--- src/rtl/gcd_pkg.sv ---
// gcd_pkg: shared definitions for the GCD unit test harness.
//   - message widths for the response (GCD_MSG_W) and request (GCD_REQ_W) streams
//   - sink FSM state encoding
//   - operand pairs sent by the request source and the matching GCD results
//     expected by the response sink, kept side by side so they cannot drift
package gcd_pkg;

  localparam int GCD_MSG_W = 16;
  localparam int GCD_REQ_W = 32;

  typedef enum logic [1:0] {
    RECV = 2'd0,
    DONE = 2'd1,
    TMO  = 2'd2
  } sink_state_e;

  // Operand pairs {a, b} issued by the source, in order.
  localparam logic [GCD_MSG_W-1:0] GCD_OPA_0 = 16'd15;
  localparam logic [GCD_MSG_W-1:0] GCD_OPB_0 = 16'd10;
  localparam logic [GCD_MSG_W-1:0] GCD_OPA_1 = 16'd4;
  localparam logic [GCD_MSG_W-1:0] GCD_OPB_1 = 16'd6;
  localparam logic [GCD_MSG_W-1:0] GCD_OPA_2 = 16'd36;
  localparam logic [GCD_MSG_W-1:0] GCD_OPB_2 = 16'd54;
  localparam logic [GCD_MSG_W-1:0] GCD_OPA_3 = 16'd9;
  localparam logic [GCD_MSG_W-1:0] GCD_OPB_3 = 16'd12;

  // gcd() of each pair above.
  localparam logic [GCD_MSG_W-1:0] GCD_EXP_0 = 16'd5;
  localparam logic [GCD_MSG_W-1:0] GCD_EXP_1 = 16'd2;
  localparam logic [GCD_MSG_W-1:0] GCD_EXP_2 = 16'd18;
  localparam logic [GCD_MSG_W-1:0] GCD_EXP_3 = 16'd3;

  function automatic logic [GCD_MSG_W-1:0] gcd_exp(input logic [1:0] idx);
    case (idx)
      2'd0:    return GCD_EXP_0;
      2'd1:    return GCD_EXP_1;
      2'd2:    return GCD_EXP_2;
      default: return GCD_EXP_3;
    endcase
  endfunction

  function automatic logic [GCD_REQ_W-1:0] gcd_req(input logic [1:0] idx);
    case (idx)
      2'd0:    return {GCD_OPA_0, GCD_OPB_0};
      2'd1:    return {GCD_OPA_1, GCD_OPB_1};
      2'd2:    return {GCD_OPA_2, GCD_OPB_2};
      default: return {GCD_OPA_3, GCD_OPB_3};
    endcase
  endfunction

endpackage

--- src/rtl/gcd_sink_if.sv ---
// gcd_sink_if: val/rdy response stream carrying one GCD result per handshake.
//   val : result valid (driven by the GCD unit)
//   rdy : sink ready (driven by the sink)
//   msg : GCD result, GCD_MSG_W bits
// Modports: master = GCD unit side, slave = sink side.
interface gcd_sink_if;
  import gcd_pkg::*;

  logic                 val;
  logic                 rdy;
  logic [GCD_MSG_W-1:0] msg;

  modport master (output val, output msg, input rdy);
  modport slave  (input val, input msg, output rdy);

endinterface

--- src/rtl/gcd_sink_lfsr.sv ---
// gcd_sink_lfsr: 8-bit Fibonacci LFSR, polynomial x^8 + x^6 + x^5 + x^4 + 1.
// Loads seed on reset, shifts left one step per enabled cycle.
// Ports:
//   clk   : clock
//   reset : synchronous active-high reset (loads seed)
//   en    : step enable
//   seed  : reset value (must be nonzero)
//   q     : current LFSR state
module gcd_sink_lfsr (
  input  logic       clk,
  input  logic       reset,
  input  logic       en,
  input  logic [7:0] seed,
  output logic [7:0] q
);

  logic fb;

  // Taps 8,6,5,4 map to bits 7,5,4,3.
  assign fb = q[7] ^ q[5] ^ q[4] ^ q[3];

  always_ff @(posedge clk) begin
    if (reset) begin
      q <= seed;
    end else if (en) begin
      q <= {q[6:0], fb};
    end
  end

endmodule

--- src/rtl/gcd_sink.sv ---
// gcd_sink: response sink for the GCD unit test top.
// Accepts four results over a val/rdy stream, checks each in order against
// the expected table in gcd_pkg, counts mismatches and flags a stalled stream.
//
//   state | meaning
//   RECV  | accepting results; timeout counter running
//   DONE  | all results received (terminal)
//   TMO   | no handshake within TIMEOUT cycles (terminal)
//
// Ports:
//   clk       : clock
//   reset     : synchronous active-high reset
//   resp      : gcd_sink_if.slave response stream (val, rdy, msg)
//   done      : all results received or timeout hit
//   pass      : done with no mismatches and no timeout
//   err_count : number of mismatched results
//   timeout   : sticky, stream stalled past TIMEOUT
//   fail_idx  : index of first mismatch (meaningful when err_count != 0)
// Parameters:
//   TIMEOUT   : cycles allowed without a handshake (>= 1)
//   NUM_MSGS  : results expected; the table holds exactly 4
// Build option:
//   GCD_SINK_STALL_EN : when defined, an LFSR randomly drops rdy in RECV to
//                       exercise backpressure on the GCD unit.
module gcd_sink
  import gcd_pkg::*;
#(
  parameter int TIMEOUT  = 1024,
  parameter int NUM_MSGS = 4
) (
  input  logic            clk,
  input  logic            reset,
  gcd_sink_if.slave       resp,
  output logic            done,
  output logic            pass,
  output logic [2:0]      err_count,
  output logic            timeout,
  output logic [1:0]      fail_idx
);

  localparam int               CNT_W    = (TIMEOUT > 1) ? $clog2(TIMEOUT) : 1;
  localparam logic [CNT_W-1:0] CNT_LAST = CNT_W'(TIMEOUT - 1);
  localparam logic [1:0]       IDX_LAST = 2'(NUM_MSGS - 1);

  sink_state_e      state, state_nxt;
  logic [1:0]       idx, idx_nxt;
  logic [2:0]       err_nxt;
  logic [1:0]       fail_idx_nxt;
  logic             timeout_nxt;
  logic [CNT_W-1:0] tmo_cnt, tmo_cnt_nxt;
  logic             stall;
  logic             fire;

`ifdef GCD_SINK_STALL_EN
  logic [7:0] lfsr_q;

  gcd_sink_lfsr u_lfsr (
    .clk   (clk),
    .reset (reset),
    .en    (1'b1),
    .seed  (8'hA5),
    .q     (lfsr_q)
  );

  assign stall = lfsr_q[0];
`else
  assign stall = 1'b0;
`endif

  // rdy depends only on registered state, never on val.
  assign resp.rdy = (state == RECV) && !stall;
  assign fire     = resp.val && resp.rdy;

  always_ff @(posedge clk) begin
    if (reset) begin
      state     <= RECV;
      idx       <= 2'd0;
      err_count <= 3'd0;
      fail_idx  <= 2'd0;
      timeout   <= 1'b0;
      tmo_cnt   <= '0;
    end else begin
      state     <= state_nxt;
      idx       <= idx_nxt;
      err_count <= err_nxt;
      fail_idx  <= fail_idx_nxt;
      timeout   <= timeout_nxt;
      tmo_cnt   <= tmo_cnt_nxt;
    end
  end

  always_comb begin
    state_nxt    = state;
    idx_nxt      = idx;
    err_nxt      = err_count;
    fail_idx_nxt = fail_idx;
    timeout_nxt  = timeout;
    tmo_cnt_nxt  = tmo_cnt;

    if (state == RECV) begin
      if (fire) begin
        // A handshake on the limit cycle still counts; the stream is alive.
        tmo_cnt_nxt = '0;
        if (resp.msg != gcd_exp(idx)) begin
          err_nxt = err_count + 3'd1;
          if (err_count == 3'd0) begin
            fail_idx_nxt = idx;
          end
        end
        idx_nxt = idx + 2'd1;
        if (idx == IDX_LAST) begin
          state_nxt = DONE;
        end
      end else if (tmo_cnt == CNT_LAST) begin
        timeout_nxt = 1'b1;
        state_nxt   = TMO;
      end else begin
        tmo_cnt_nxt = tmo_cnt + CNT_W'(1);
      end
    end
  end

  assign done = (state == DONE) || (state == TMO);
  assign pass = (state == DONE) && (err_count == 3'd0);

endmodule

--- src/flat_wrapper.sv ---
// flat-port wrapper written by rule: the top's interface ports become plain ports
module gcd_sink_flat import gcd_pkg::*;
#(
  parameter int TIMEOUT  = 1024,
  parameter int NUM_MSGS = 4
)
  (clk, reset, done, pass, err_count, timeout, fail_idx, resp_val, resp_msg, resp_rdy);
  gcd_sink_if resp_i ();
  input  logic clk;
  input  logic reset;
  output logic done;
  output logic pass;
  output logic [2:0] err_count;
  output logic timeout;
  output logic [1:0] fail_idx;
  input wire logic [$bits(resp_i.val)-1:0] resp_val;
  input wire logic [$bits(resp_i.msg)-1:0] resp_msg;
  output wire logic [$bits(resp_i.rdy)-1:0] resp_rdy;
  assign resp_i.val = resp_val;
  assign resp_i.msg = resp_msg;
  assign resp_rdy = resp_i.rdy;
  gcd_sink #(.TIMEOUT(TIMEOUT), .NUM_MSGS(NUM_MSGS)) u_core (.clk(clk), .reset(reset), .resp(resp_i), .done(done), .pass(pass), .err_count(err_count), .timeout(timeout), .fail_idx(fail_idx));
endmodule
--- config.mk ---
export PLATFORM = sky130hd
export DESIGN_NAME = gcd_sink_flat
export DESIGN_NICKNAME = d
export VERILOG_FILES = /design/src/rtl/gcd_pkg.sv /design/src/rtl/gcd_sink_if.sv /design/src/rtl/gcd_sink_lfsr.sv /design/src/rtl/gcd_sink.sv /design/src/flat_wrapper.sv
export SDC_FILE = /design/constraint.sdc
export NUM_CORES = 1
export LEC_CHECK = 0
export BUFFER_PORTS_ARGS = -buffer_cell sky130_fd_sc_hd__buf_2
export CORE_UTILIZATION = 40
export DETAILED_ROUTE_END_ITERATION = 7
export SYNTH_ARGS = -nofsm -noshare
export SYNTH_HDL_FRONTEND = slang
export SYNTH_HIERARCHICAL = 1
export SYNTH_SLANG_ARGS = --single-unit
--- constraint.sdc ---
create_clock -name clk -period 5.6 [get_ports clk]
set_clock_uncertainty 0.2 [all_clocks]
set_input_delay 1.12 -clock clk [delete_from_list [all_inputs] [get_ports clk]]
set_output_delay 1.12 -clock clk [all_outputs]
set_load 0.005 [all_outputs]
### After elaboration in Yosys (flattened, before gate mapping)

Cells that the tools add are included.

* output and inout bits: 9
* register bits: 20
* logic and storage cells: 40
* input bits: 19

* bitwise operators: 1
* $add $sub $neg: 3
* equality and inequality tests: 9
* reduce and logical (&&, ||, !) cells: 13
* mux-type cells: 8

Operator list (count)
* 2-to-1 mux 16 bit: 2
* 2-to-1 mux 10 bit: 2
* != test 16 bit: 1
* case mux 5 bit (3 select lines): 1
* adder 10 x 1 -> 10 bit, second input constant: 1
* == test 10 bit, second input constant: 1
* AND reduction 3 bit: 3
* == test 2 bit, second input constant: 3
* 2-to-1 mux 2 bit: 3
* == test 2 x 1 -> 1 bit, second input constant: 2
* zero test 2 bit: 2
* AND reduction 2 bit: 2
* AND reduction 4 bit: 1
* adder 3 x 1 -> 3 bit, second input constant: 1
* zero test 3 bit: 1
* adder 2 x 1 -> 2 bit, second input constant: 1
* logical AND 1 bit: 2
* != test 2 x 1 -> 1 bit, second input constant: 1
* != test 2 bit, second input constant: 1
* nonzero test 2 bit: 1
* logical OR 1 bit: 1
* NOT 1 bit: 1

### Logic depth before layout (Yosys ltp)

Gate-level depths: netlist of run 1.

* depth in word-level cells: 6
* depth in mapped cells: 7
* depth with buffers taken out: 6

### Worst setup path after synthesis of run 1

OpenSTA, ideal clock, no wires.

* path kind: input to register
* start point: in resp_msg[6]
* end point: reg u_core.err_count[0]
* slack: 3.253 ns
* path buffers: 0
* required time: 5.279 ns
* arrival: 2.026 ns
* library setup time: 0.121 ns
* stages: 4
* cells stage by stage: nor4_1 -> and4_4 -> a21oi_2 -> mux2_4

* cells in the longest elaborated chain, start to end: 2

RTL lines
* start: declaration: line flat_wrapper.sv:17 `input wire logic [$bits(resp_i.msg)-1:0] resp_msg;`
* != test 16 bit: line gcd_sink.sv:104 `if (resp.msg != gcd_exp(idx)) begin`
* AND reduction 3 bit (no source line)
* end signal: assignment: line gcd_sink.sv:85 `err_count <= err_nxt;`
* end: declaration: line gcd_sink.sv:36 `output logic [2:0] err_count,`

No other way between the ends.
A chain may end at the register's enable or synchronous reset.

### Worst setup path in the final report of run 1

* start point: reg u_core.state[0]
* end point: out resp_rdy

* cells in the longest elaborated chain, start to end: 1

RTL lines
* start: declaration: line gcd_sink.sv:45 `sink_state_e state, state_nxt;`
* start signal: assignment: line gcd_sink.sv:83 `state <= state_nxt;`
* zero test 2 bit: line gcd_sink.sv:71 `assign resp.rdy = (state == RECV) && !stall;`
* end: declaration: line flat_wrapper.sv:18 `output wire logic [$bits(resp_i.rdy)-1:0] resp_rdy;`

No other way between the ends.

==> impl_metrics.toml, run 1 <==
[finish]
drive_gt1_share_pct = 30.4
num-nets-final = 187
syn_to_final_growth_pct = 16.5
diodes = 0

[logic_synthesis]
synthSimpleGateAreaFrac_pct = 25.2
synth_edf_count = 0
synth_area_sq_um = 1230
synth_xor_area_share_pct = 6.42
yosysWarnings = 6
synth_fa_ha_area_share_pct = 9.17
synth_mux_area_share_pct = 4.59
avgSynthCellArea_sq_um = 9.37
synth_compound_area_share_pct = 17.3
synthArstFlopShare_pct = 0
synth_top_family_by_area = "simple AND/OR/NAND/NOR gates"
ys_ff_latch = 20
post_synth_inst_count = 131
ys_seq_area_share_pct = 32.6
synthFlopType = "dfxtp_1"
syn_nets = 159
yosysUniqueCellTypes = 42

[cts]
cts_root_buf = "clkbuf_4"
cts_buffer_depth = 2
cts_buffers = 3
htreeDepth = 1
ctsResizeCount = 0
clk_latency_ns = 0.32
cts_tree = "built"
post_cts_buffers = 0
cts_hold_buf = 0
cts.sinks = 20
clk_pin_slew_ns = 0.13

[routing]
wl_per_cell_um = 13.1
first_pass_iters = 5
drt_wl_total_um = 2480
drt_iter0_drc = 34
drc_errors = 0
vias = 1043
ant_nets = 0
avgViaCountPerCell = 5.52

[critical_path]
crit_required_ns = 4.28
cp.arrival_ns = 1.52
critPathMaxFanout = 17
end_kind = "output pin"
worstSetupStartpointType = "flip-flop"
worstSetupPathType = "reg2out"

[timing]
fin_crit_ns = 2.84
setup-tns-final_ns = 0
setup_viol = 0
rsz0062_at_grt = "false"
finalHoldViolations = 0
fin_hold_ws_ns = 0.284
finalCritPeriodShare_pct = 50.7
max_slew.worst_pin.slew_ns = 0.606
slew_violations = 0
slew_headroom_pct = 59.6
fmax_mhz = 352

[global_route]
grt_max_degree = 19
antenna_found_initial = 0
grt_pass1_wl_um = 4310
track_usage_pct = 16.6
grt-ovfl-total = 0
first_global_vias = 1011

[floorplanning]
die_h_um = 57.4
fp.coreArea_sq_um = 2830
pin_count = 28
dieWidth_um = 57.4
die_area_sq_um = 3290
rows = 19
initial_core_util_pct = 43.4

[power]
comb_power_share_pct = 17.3
power_frac_seq_pct = 46.2
leakage_nw = 0.573
clockPowerShare_pct = 36.5
sw_frac_of_total_pct = 25.2
power_density_nw_per_um2 = 231
switchingPower_w = 0.0000834
max-vdd-ir-drop_v = 0.000144
p_int_w = 0.000247
power_w = 0.000330

[flow_run]
max-cap-violations = 0

[placement]
routabilityCongestion = 0.706
hpwl_um = 1900
portBuffers = 27

[status]
status = "finished clean"

[min_path]
hold_path.class = "reg2reg"
[metrics by stage]
step	worst slack [ns]	util (%)	instance area, sq um	instances
floorplan	3.25	-	1230	131
global placement	3.11	48.7	1380	185
detailed placement	3.08	48.7	1380	185
CTS	2.76	50.6	1430	189
global route	2.69	50.6	1430	189
finish	2.76	50.6	1430	189
[registers in the layout, summed over array words and instances, names as in the netlist]
name              cells
u_core/err_count      3
u_core/fail_idx       2
u_core/idx            2
u_core/state          2
u_core/timeout        1
u_core/tmo_cnt       10
[placed cells by master (no fill, tap or decap), types with 4 or more instances in the layout]
cell type and n:
inv_1 9, buf_2 27, nand2b_1 7, dfxtp_1 20
nand3_1 4, a21oi_1 6, nand2_1 8, nor2_1 13
xnor2_1 8, ha_1 9
[critical path: stages, from the launching register on]
cell     delay (ns)
dfxtp_1        0.34
inv_1          0.09
ha_1           0.55
buf_2          0.22
[power groups by stage]
stage / Clock (W) / Sequential (W) / Combinational [W]
global placement: 0 / 0.000155 / 0.0000557
floorplan: 0 / 0.000155 / 0.0000417
finish: 0.000121 / 0.000153 / 0.0000570
global route: 0.000130 / 0.000153 / 0.0000636
detailed placement: 0 / 0.000156 / 0.0000575
CTS: 0.000125 / 0.000153 / 0.0000580
[layout make-up]
class | count | area (sq um)
clock inverter | 1 | 30.0
inverter | 9 | 33.8
sequential | 20 | 400
clock buffer | 3 | 22.5
tap | 31 | 38.8
timing repair buffer | 27 | 135
multi-input combinational | 98 | 769
fill | 269 | 1400
[cells in the mapped netlist (all sizes together), types with 2 or more instances]
cell type | instances | area share (%)
dfxtp | 20 | 33
nor2 | 13 | 4.0
a21oi | 9 | 4.6
ha | 9 | 9.2
inv | 9 | 2.8
nand2 | 9 | 3.0
xnor2 | 8 | 5.7
nand2b | 7 | 3.6
nor3 | 5 | 3.4
nand3 | 4 | 1.6
a211oi | 3 | 3.1
a31oi | 3 | 1.5
mux2i | 3 | 2.4
nor4 | 3 | 1.5
a21o | 2 | 1.2
a311oi | 2 | 1.9
and4 | 2 | 1.6
buf | 2 | 1.3
clkbuf | 2 | 0.61
mux2 | 2 | 2.1
nand4 | 2 | 1.5
[worst paths after layout]
check | endpoint | startpoint | slack (ns) | cells past startpoint
worst min register to register | u_core/tmo_cnt[1] | u_core/tmo_cnt[1] | 0.28 | 2
worst max register to register | u_core/fail_idx[0] | u_core/state[0] | 3.44 | 5
worst max-delay path | resp_rdy | u_core/state[0] | 2.76 | 3
worst min-delay path | u_core/tmo_cnt[1] | u_core/tmo_cnt[1] | 0.28 | 2
[kinds of logic (layout without fill, tap and decap cells)]
family,after synthesis,after routing
AO/OA/AOI/OAI,23,23
multiplexers,5,5
buffers and inverters,13,40
XOR/XNOR,9,9
adder cells (fa/ha/maj),9,9
flip-flops,20,20
AND/OR/NAND/NOR,52,52
[routing by layer]
layer	vias up	routed length (um)	track usage [%]
met5	-	0	0
met4	0	29	5.23
met3	4	64	2.49
met2	14	1210	29.4
met1	506	1180	20.7
li1	519	-	-
No activity file was read; power rests on OpenSTA's default activity.
==> inputs of run 2 (changes only) <==
==> constraint.sdc (replaced) <==
create_clock -name clk -period 2.35 [get_ports clk]
set_clock_uncertainty 0.2 [all_clocks]
set_input_delay 0.47 -clock clk [delete_from_list [all_inputs] [get_ports clk]]
set_output_delay 0.47 -clock clk [all_outputs]
set_load 0.005 [all_outputs]
==> run 2 against run 1 <==
Global-route usage increased by 1.2 points. Sequential power increased by 140%. Critical path type is now reg2reg. Combinational power increased by 140%. Core utilization about the same. Register-to-register slack got worse by 3.2 ns. Flip-flop and latch count did not move. Via count is 3.0% lower. Sequential share of layout area about the same. Non-clock buffer count is 2 higher.
==> impl_metrics.toml, run 2 (synthesis gave the netlist of run 1 again) <==
[floorplanning]
die_h_um = 57.4
initial_core_util_pct = 43.4
rows = 19
pin_count = 28
dieWidth_um = 57.4
die_area_sq_um = 3290
fp.coreArea_sq_um = 2830

[finish]
largest_registers = "u_core/tmo_cnt (10), u_core/err_count (3)"
layout_commonest_cell = "buf_2"
final_cell_mix = "buf_2, dfxtp_1, nor2_1"
top_register = "u_core/tmo_cnt"
syn_to_final_growth_pct = 16.4
diodes = 0
num-fill-cells = 255
drive_gt1_share_pct = 31.3
largest_register_ffs = 10
num-nets-final = 189
multi_input_area_sq_um = 769
seq_area_sq_um = 400

[cts]
cts_root_buf = "clkbuf_4"
cts_tree = "built"
cts_buffers = 3
clk_latency_ns = 0.30
clk_pin_slew_ns = 0.11
cts_buffer_depth = 2
ctsResizeCount = 0
post_cts_buffers = 0
cts.sinks = 20
cts_hold_buf = 0
htreeDepth = 1

[timing]
slew_headroom_pct = 76.6
finalHoldViolations = 0
setup-tns-final_ns = 0
max_slew.worst_pin.slew_ns = 0.351
setup_viol = 0
fin_crit_ns = 2.07
slew_violations = 0
fin_hold_ws_ns = 0.281
rsz0062_at_grt = "false"
finalCritPeriodShare_pct = 88.3
fmax_mhz = 482

[routing]
drc_errors = 0
ant_nets = 0
drt_iter0_drc = 25
avgViaCountPerCell = 5.30
wl_per_cell_um = 13.4
drt_wl_total_um = 2550
vias = 1012
first_pass_iters = 4

[power]
p_int_w = 0.000513
switchingPower_w = 0.000192
power_density_nw_per_um2 = 493
sw_frac_of_total_pct = 27.2
leakage_nw = 0.574
max-vdd-ir-drop_v = 0.000234
comb_power_share_pct = 19.8
power_frac_seq_pct = 51.5
clockPowerShare_pct = 28.7

[critical_path]
r2r-end = "u_core/fail_idx[1]"
worstSetupPathType = "reg2reg"
worstSetupStartpointType = "flip-flop"
reg2reg_slack_ns = 0.28
reg2reg_from = "u_core/idx[0]"
cp.arrival_ns = 2.11
critPathMaxFanout = 4
cp_cell_sequence = "inv_1 > ha_1 > xnor2_1 > nor3_4 > a2111oi_4 > mux2i_1"
cp.depth = 6
cp.buffers_inverters = 1
crit_family = "flip-flops"
crit_path_max_incr_delay_ns = 0.38
crit_required_ns = 2.38
cp_slowest_cell = "dfxtp_1"
reg2regPathDepth = 6
end_kind = "flip-flop"

[global_route]
track_usage_pct = 17.9
grt_max_degree = 19
grt_pass1_wl_um = 4510
antenna_found_initial = 0
grt-ovfl-total = 0
first_global_vias = 1054

[min_path]
hold_depth = 2
holdPathEnd = "u_core/fail_idx[0]"
min-delay-start = "u_core/fail_idx[0]"
hold_path.class = "reg2reg"

[placement]
routabilityCongestion = 0.698
hpwl_um = 1980
portBuffers = 27

[status]
status = "finished clean"

[flow_run]
max-cap-violations = 0
==> run 2: cell count changes in the layout (fill, tap and decap cells not counted), sizes merged <==
cell / before / now
buf: 27 / 29
bufinv: 1 / 0
clkbuf: 3 / 4
==> run 2: power groups by stage <==
stage	Clock [W]	Sequential, W	Combinational (W)
after floorplan	0	0.000369	0.0000994
after global placement	0	0.000369	0.000136
after detailed placement	0	0.000370	0.000141
after CTS	0.000212	0.000363	0.000142
after global routing	0.000228	0.000366	0.000156
final	0.000203	0.000363	0.000139
==> run 2: through the flow <==
| step | cell area, sq um | worst slack (ns) | util (%) | std cells | total power, W |
|---|---|---|---|---|---|
| after detailed placement | 1390 | 0.295 | 49.2 | 187 | 0.000511 |
| after floorplan | 1230 | 0.461 | - | 131 | 0.000469 |
| final | 1430 | 0.276 | 50.5 | 191 | 0.000705 |
| after CTS | 1430 | 0.259 | 50.5 | 191 | 0.000716 |
| after global routing | 1430 | 0.158 | 50.5 | 191 | 0.000749 |
| after global placement | 1390 | 0.393 | 49.2 | 187 | 0.000506 |
==> run 2: how the worst max path moves through the flow <==
stage,start,end
final,u_core/idx[0],u_core/fail_idx[1]
after global routing,u_core/idx[0],u_core/fail_idx[1]
after CTS,u_core/idx[0],u_core/fail_idx[1]
after detailed placement,u_core/idx[0],u_core/fail_idx[1]
after global placement,u_core/idx[0],u_core/err_count[0]
after floorplan,u_core/idx[0],u_core/err_count[0]
==> run 2: routing by layer <==
layer | vias up | wire (um) | GRT usage, %
li1 | 521 | - | -
met1 | 477 | 1170 | 21.6
met2 | 10 | 1280 | 30.4
met3 | 4 | 71 | 3.63
met4 | 0 | 28 | 8.01
met5 | - | 0 | 0
==> run 2: tightest hold or removal path, stage by stage (launching register included) <==
cell,delay (ns)
dfxtp_1,0.32
nand2b_1,0.06
mux2i_1,0.06
==> run 2: cell type report <==
cell class	instances	share of cell area, %
well taps	31	2.71
clock buffers	4	2.54
multi-input cells	98	53.9
flip-flops and latches	20	28.0
inverters	9	2.36
repair buffers	29	10.5
